### src/rtl/gpio_pkg.sv
// Shared definitions for the GPIO controller: register map and default pin count.
package gpio_pkg;

  localparam int GPIO_WIDTH = 32;

  localparam logic [2:0] GPIO_OUT      = 3'd0;
  localparam logic [2:0] GPIO_DIR      = 3'd1;
  localparam logic [2:0] GPIO_IN       = 3'd2;
  localparam logic [2:0] GPIO_IRQ_EN   = 3'd3;
  localparam logic [2:0] GPIO_EDGE_SEL = 3'd4;
  localparam logic [2:0] GPIO_STATUS   = 3'd5;
  localparam logic [2:0] GPIO_OUT_SET  = 3'd6;
  localparam logic [2:0] GPIO_OUT_CLR  = 3'd7;

endpackage

### src/rtl/gpio_sync.sv
// Multi-stage synchroniser bringing asynchronous pad inputs into the clk domain.
module gpio_sync #(
  parameter int WIDTH       = 32,
  parameter int SYNC_STAGES = 2
) (
  input  logic             clk,
  input  logic             reset,
  input  logic [WIDTH-1:0] d,
  output logic [WIDTH-1:0] q
);

  logic [WIDTH-1:0] stage_d [SYNC_STAGES];
  logic [WIDTH-1:0] stage_q [SYNC_STAGES];

  always_comb begin
    stage_d[0] = d;
    for (int i = 1; i < SYNC_STAGES; i++) begin
      stage_d[i] = stage_q[i-1];
    end
  end

  always_ff @(posedge clk) begin
    for (int i = 0; i < SYNC_STAGES; i++) begin
      if (!reset) begin
        stage_q[i] <= '0;
      end else begin
        stage_q[i] <= stage_d[i];
      end
    end
  end

  assign q = stage_q[SYNC_STAGES-1];

endmodule

### src/rtl/gpio_ctrl.sv
// Register-mapped GPIO controller: direction, atomic set/clear, synced inputs and
// per-pin edge interrupts on a simple we/re peripheral bus.
module gpio_ctrl
  import gpio_pkg::*;
#(
  parameter int WIDTH       = GPIO_WIDTH,
  parameter int SYNC_STAGES = 2,
  parameter int ADDR_W      = 3
) (
  input  logic              clk,
  input  logic              reset,
  input  logic              we,
  input  logic              re,
  input  logic [ADDR_W-1:0] addr,
  input  logic [WIDTH-1:0]  data_in,
  output logic [WIDTH-1:0]  data_out,
  output logic              rd_valid,
  input  logic [WIDTH-1:0]  gpio_in,
  output logic [WIDTH-1:0]  gpio_out,
  output logic [WIDTH-1:0]  gpio_oe,
  output logic              irq
);

  // Edge detection stays off until prev holds a real pin sample, so pins already
  // high at reset release do not look like rising edges.
  localparam int                PRIME_W    = $clog2(SYNC_STAGES + 2);
  localparam logic [PRIME_W-1:0] PRIME_DONE = PRIME_W'(SYNC_STAGES + 1);

  logic [WIDTH-1:0]   sync_in;
  logic [WIDTH-1:0]   out_d, out_q;
  logic [WIDTH-1:0]   dir_d, dir_q;
  logic [WIDTH-1:0]   irq_en_d, irq_en_q;
  logic [WIDTH-1:0]   edge_sel_d, edge_sel_q;
  logic [WIDTH-1:0]   status_d, status_q;
  logic [WIDTH-1:0]   prev_d, prev_q;
  logic [PRIME_W-1:0] prime_d, prime_q;
  logic [WIDTH-1:0]   data_out_d, data_out_q;
  logic               rd_valid_d, rd_valid_q;
  logic [WIDTH-1:0]   rise, fall, edge_evt, w1c;

  gpio_sync #(
    .WIDTH      (WIDTH),
    .SYNC_STAGES(SYNC_STAGES)
  ) u_sync (
    .clk  (clk),
    .reset(reset),
    .d    (gpio_in),
    .q    (sync_in)
  );

  always_comb begin
    out_d      = out_q;
    dir_d      = dir_q;
    irq_en_d   = irq_en_q;
    edge_sel_d = edge_sel_q;
    data_out_d = data_out_q;
    rd_valid_d = re;
    prev_d     = sync_in;
    prime_d    = (prime_q == PRIME_DONE) ? prime_q : prime_q + 1'b1;
    w1c        = '0;

    rise     = sync_in & ~prev_q;
    fall     = ~sync_in & prev_q;
    edge_evt = (prime_q == PRIME_DONE) ? ((rise & ~edge_sel_q) | (fall & edge_sel_q)) : '0;

    if (we) begin
      case (addr)
        GPIO_OUT:      out_d      = data_in;
        GPIO_DIR:      dir_d      = data_in;
        GPIO_IRQ_EN:   irq_en_d   = data_in;
        GPIO_EDGE_SEL: edge_sel_d = data_in;
        GPIO_STATUS:   w1c        = data_in;
        GPIO_OUT_SET:  out_d      = out_q | data_in;
        GPIO_OUT_CLR:  out_d      = out_q & ~data_in;
        default:       ;
      endcase
    end

    // A new edge in the same cycle as its clear keeps the bit set.
    status_d = (status_q & ~w1c) | edge_evt;

    if (re) begin
      case (addr)
        GPIO_OUT:      data_out_d = out_q;
        GPIO_DIR:      data_out_d = dir_q;
        GPIO_IN:       data_out_d = sync_in;
        GPIO_IRQ_EN:   data_out_d = irq_en_q;
        GPIO_EDGE_SEL: data_out_d = edge_sel_q;
        GPIO_STATUS:   data_out_d = status_q;
        default:       data_out_d = '0;
      endcase
    end
  end

  always_ff @(posedge clk) begin
    if (!reset) begin
      out_q      <= '0;
      dir_q      <= '0;
      irq_en_q   <= '0;
      edge_sel_q <= '0;
      status_q   <= '0;
      prev_q     <= '0;
      prime_q    <= '0;
      data_out_q <= '0;
      rd_valid_q <= 1'b0;
    end else begin
      out_q      <= out_d;
      dir_q      <= dir_d;
      irq_en_q   <= irq_en_d;
      edge_sel_q <= edge_sel_d;
      status_q   <= status_d;
      prev_q     <= prev_d;
      prime_q    <= prime_d;
      data_out_q <= data_out_d;
      rd_valid_q <= rd_valid_d;
    end
  end

  assign gpio_out = out_q;
  assign gpio_oe  = dir_q;
  assign data_out = data_out_q;
  assign rd_valid = rd_valid_q;
  assign irq      = |(status_q & irq_en_q);

endmodule

### config.mk
export PLATFORM = sky130hd
export DESIGN_NAME = gpio_ctrl
export DESIGN_NICKNAME = d
export VERILOG_FILES = /design/src/rtl/gpio_pkg.sv /design/src/rtl/gpio_sync.sv /design/src/rtl/gpio_ctrl.sv
export SDC_FILE = /design/constraint.sdc
export NUM_CORES = 1
export LEC_CHECK = 0
export CAP_MARGIN = 5
export CORE_MARGIN = 8
export CORE_UTILIZATION = 25
export CTS_CLUSTER_DIAMETER = 60
export DETAILED_ROUTE_END_ITERATION = 6
export PLACE_DENSITY_LB_ADDON = 0.3
export SLEW_MARGIN = 10
export SYNTH_ARGS = -nofsm -noshare
export SYNTH_HDL_FRONTEND = slang
export SYNTH_SLANG_ARGS = --single-unit
export TNS_END_PERCENT = 20
### constraint.sdc
create_clock -name clk -period 2.4 [get_ports clk]
set_input_delay 0.48 -clock clk [delete_from_list [all_inputs] [get_ports clk]]
set_output_delay 0.48 -clock clk [all_outputs]
set_load 0.01 [all_outputs]
==> impl_metrics.yaml <==
run_status:
  outcome: "finished with violations"
  violations: "setup timing"
cts:
  htree_levels: 2
  cts_tree: "yes"
  path_clk_slew_ps: 60
  clk_latency_ps: 530
  clock-root-buffer: "clkbuf_16"
  clkSinkCount: 291
  ctsHoldBuffers: 0
  cts-buffers-inserted: 36
  clock_path_buffers: 3
sta:
  finalClockSkew_ps: 12.89
  tightest_slew_ps: 741.3
  maxSlewViolCount: 0
  relSlewSlack: 0.5058
  fin_hold_ws_ps: 294.9
  rsz0062_at_grt: "true"
  final-hold-violation-count: 0
  setup_ws_ps: -80.57
  period_needed_ps: 2481
  fmax_ghz: 0.4031
  fin_crit_sh: 1.034
  setup_violations: 1
worst_setup_path:
  path_buf_inv: 1
  start_kind: "flop"
  cp_max_fo: 3
  critical_path_depth: 4
  cp.required_ps: 1920
  crit_arrival_ps: 2000
  cp_slowest_cell: "or4_4"
  cp_cell_sequence: "a22oi_2, nand4_1, or4_4, buf_6"
  r2r-start: "prime_q[0]$_SDFFE_PN0N_"
  crit_start: "status_q[11]$_SDFF_PN0_"
  cp_top_family: "simple AND/OR/NAND/NOR gates"
  critical_path.max_stage_delay_ps: 570
  critPathKind: "flop to output port"
  worstRegToRegCells: 4
  end_kind: "output port"
logic_synthesis:
  synth_top_family_by_area: "simple AND/OR/NAND/NOR gates"
  muxShareOfSynthArea: 0.04522
  yosys.area_share.adder: 0.001074
  synth.distinct_cells: 42
  syn-cell-area_um2: 11650
  seq_area_frac_synth: 0.5001
  syn_nets: 1388
  ys.warnings.count: 0
  syn_inst: 1316
  syn_avg_cell_area_um2: 8.853
  synth_simple_gate_area_frac: 0.2093
  synth_seq_cells: 291
  synth_compound_area_frac: 0.1949
  synthXorXnorAreaFrac: 0.0007518
layout:
  layout_common_cells: "311 x nand2_1, 286 x dfxtp_1, 163 x clkdlybuf4s50_1"
  area_delta_synth_final_pct: 34.12
  layout_commonest_cell: "nand2_1"
  drive_gt1_frac: 0.1264
  final_net_count: 1580
  multiInputGateArea_um2: 5314
  insertedDiodeCount: 0
  nFillCells: 4789
  regArea_um2: 5832
  fin_cells: 2142
global_route:
  grt_start_max_net_pins: 131
  overflow: 0
  track_usage: 0.1575
  grt_pass1_vias: 10410
  antenna_found_initial: 1
  grt_pass1_wl_um: 65970
placed_design:
  place.port_buffers: 168
  dp.cells: 2077
  gp_congestion: 0.8685
  dp_hpwl_um: 30950
route:
  routedWlPerCell_um: 20.54
  vias: 10490
  antenna_left: 0
  drc_errors: 0
  routed_wl_um: 44000
  drtPass1Iterations: 7
  via_per_inst: 4.897
  drt_iter0_markers: 895
power_and_ir_drop:
  cellPowerDensity_nw_per_um2: 752.3
  p_leak_nw: 5.535
  ir_drop_v: 0.0003773
die:
  start_util: 0.2518
  die_area_um2: 53760
  rows: 79
  core_um2: 46260
  die_w_um: 231.9
  die_y_um: 231.9
  pin_count: 169
hold_path:
  hp-start: "reset"
  min_path_cells: 2
  hp-class: "primary input to flop"
flow_run:
  cap_violations: 0
-- routing by layer --
| metal | vias to the layer above | routed length [um] | GRT usage |
|---|---|---|---|
| met3 | 73 | 2876 | 0.03616 |
| met5 | - | 13 | 0 |
| li1 | 4976 | - | - |
| met1 | 5083 | 19040 | 0.2004 |
| met2 | 356 | 20940 | 0.2611 |
| met4 | 2 | 1128 | 0.05095 |
-- flip-flops by register name (all words and copies together) (netlist names) --
name	cells
data_out	32
edge_sel_q	32
gpio_oe	32
gpio_out	32
irq_en_q	32
prev_q	32
prime_q	2
rd_valid	1
status_q	32
u_sync.stage_q	64
-- synth_stat cells --
cell type,count,share of area
a21oi_1,133,0.057
a222oi_1,11,0.0095
a22o_1,11,0.0083
a22oi_1,52,0.034
a31oi_1,6,0.0032
a32o_1,33,0.028
a32oi_1,1,0.00075
and2_1,98,0.053
and3_1,4,0.0021
and4b_1,1,0.00086
buf_2,24,0.010
buf_4,12,0.0077
buf_6,13,0.013
clkbuf_1,53,0.017
dfxtp_1,291,0.50
ha_1,1,0.0011
inv_1,3,0.00097
mux2_1,1,0.00097
mux2_2,10,0.0097
mux2i_1,29,0.025
mux4_2,5,0.0097
nand2_1,311,0.10
nand2b_1,18,0.0097
nand3_1,16,0.0069
nand4_1,4,0.0021
nor2_1,53,0.017
nor2_2,2,0.0011
nor2b_1,4,0.0021
nor2b_2,1,0.00075
nor3b_1,15,0.0097
nor3b_4,1,0.0016
nor4_4,1,0.0018
o211a_1,1,0.00086
o211ai_1,11,0.0071
o21ai_0,44,0.019
o21ai_1,3,0.0013
o221a_1,4,0.0039
o221a_2,5,0.0048
o22ai_1,17,0.0091
o2bb2ai_1,11,0.0083
or4_1,1,0.00064
xor2_1,1,0.00075
-- repair_timing --
item	4_1_cts	5_1_grt
setup buffers	1	0
hold endpoints to repair	0	0
setup endpoints to repair	1	1
pin swaps	6	0
resized for setup	16	3
-- report_power, final --
group	switching, W	internal, W	total [W]
sequential	0.000130	0.00500	0.00513
clock	0.00216	0.00340	0.00556
combinational	0.000578	0.000483	0.00106
-- cell families after synthesis --
| group | Yosys count |
|---|---|
| AND/OR/NAND/NOR | 530 |
| AO/OA/AOI/OAI | 343 |
| flip-flops | 291 |
| buffers and inverters | 105 |
| multiplexers | 45 |
| XOR/XNOR | 1 |
| adder cells (fa/ha/maj) | 1 |
-- metrics by stage --
step           TNS [ps]  area (um^2)    util  setup WS [ps]  power, W
2_1_floorplan         0        11650       -          787.3  0.005680
3_3_place_gp     -185.1        14360  0.3105         -177.7  0.006286
5_1_grt          -118.1        15630  0.3378         -118.1   0.01219
3_5_place_dp     -668.1        14360  0.3105         -160.3  0.006299
4_1_cts          -73.79        15620  0.3376         -73.79   0.01191
6_report         -80.57        15630  0.3378         -80.57   0.01175
-- final timing paths --
| path | slack (ps) | end |
|---|---|---|
| hold reg to reg | 430 | u_sync.stage_q[1][19]$_SDFF_PN0_ |
| setup reg to reg | 800 | prime_q[1]$_SDFFE_PN0N_ |
| setup / recovery | -80 | irq |
| hold / removal | 290 | u_sync.stage_q[1][22]$_SDFF_PN0_ |
-- layout make-up --
type	count	share of cell area
flip-flops and latches	291	0.3732
multi-input cells	920	0.3401
repair buffers	256	0.1594
clock buffers	46	0.06398
well taps	607	0.04861
clock inverters	19	0.01377
inverters	3	0.0008808
(Power assumes the default switching activity.)
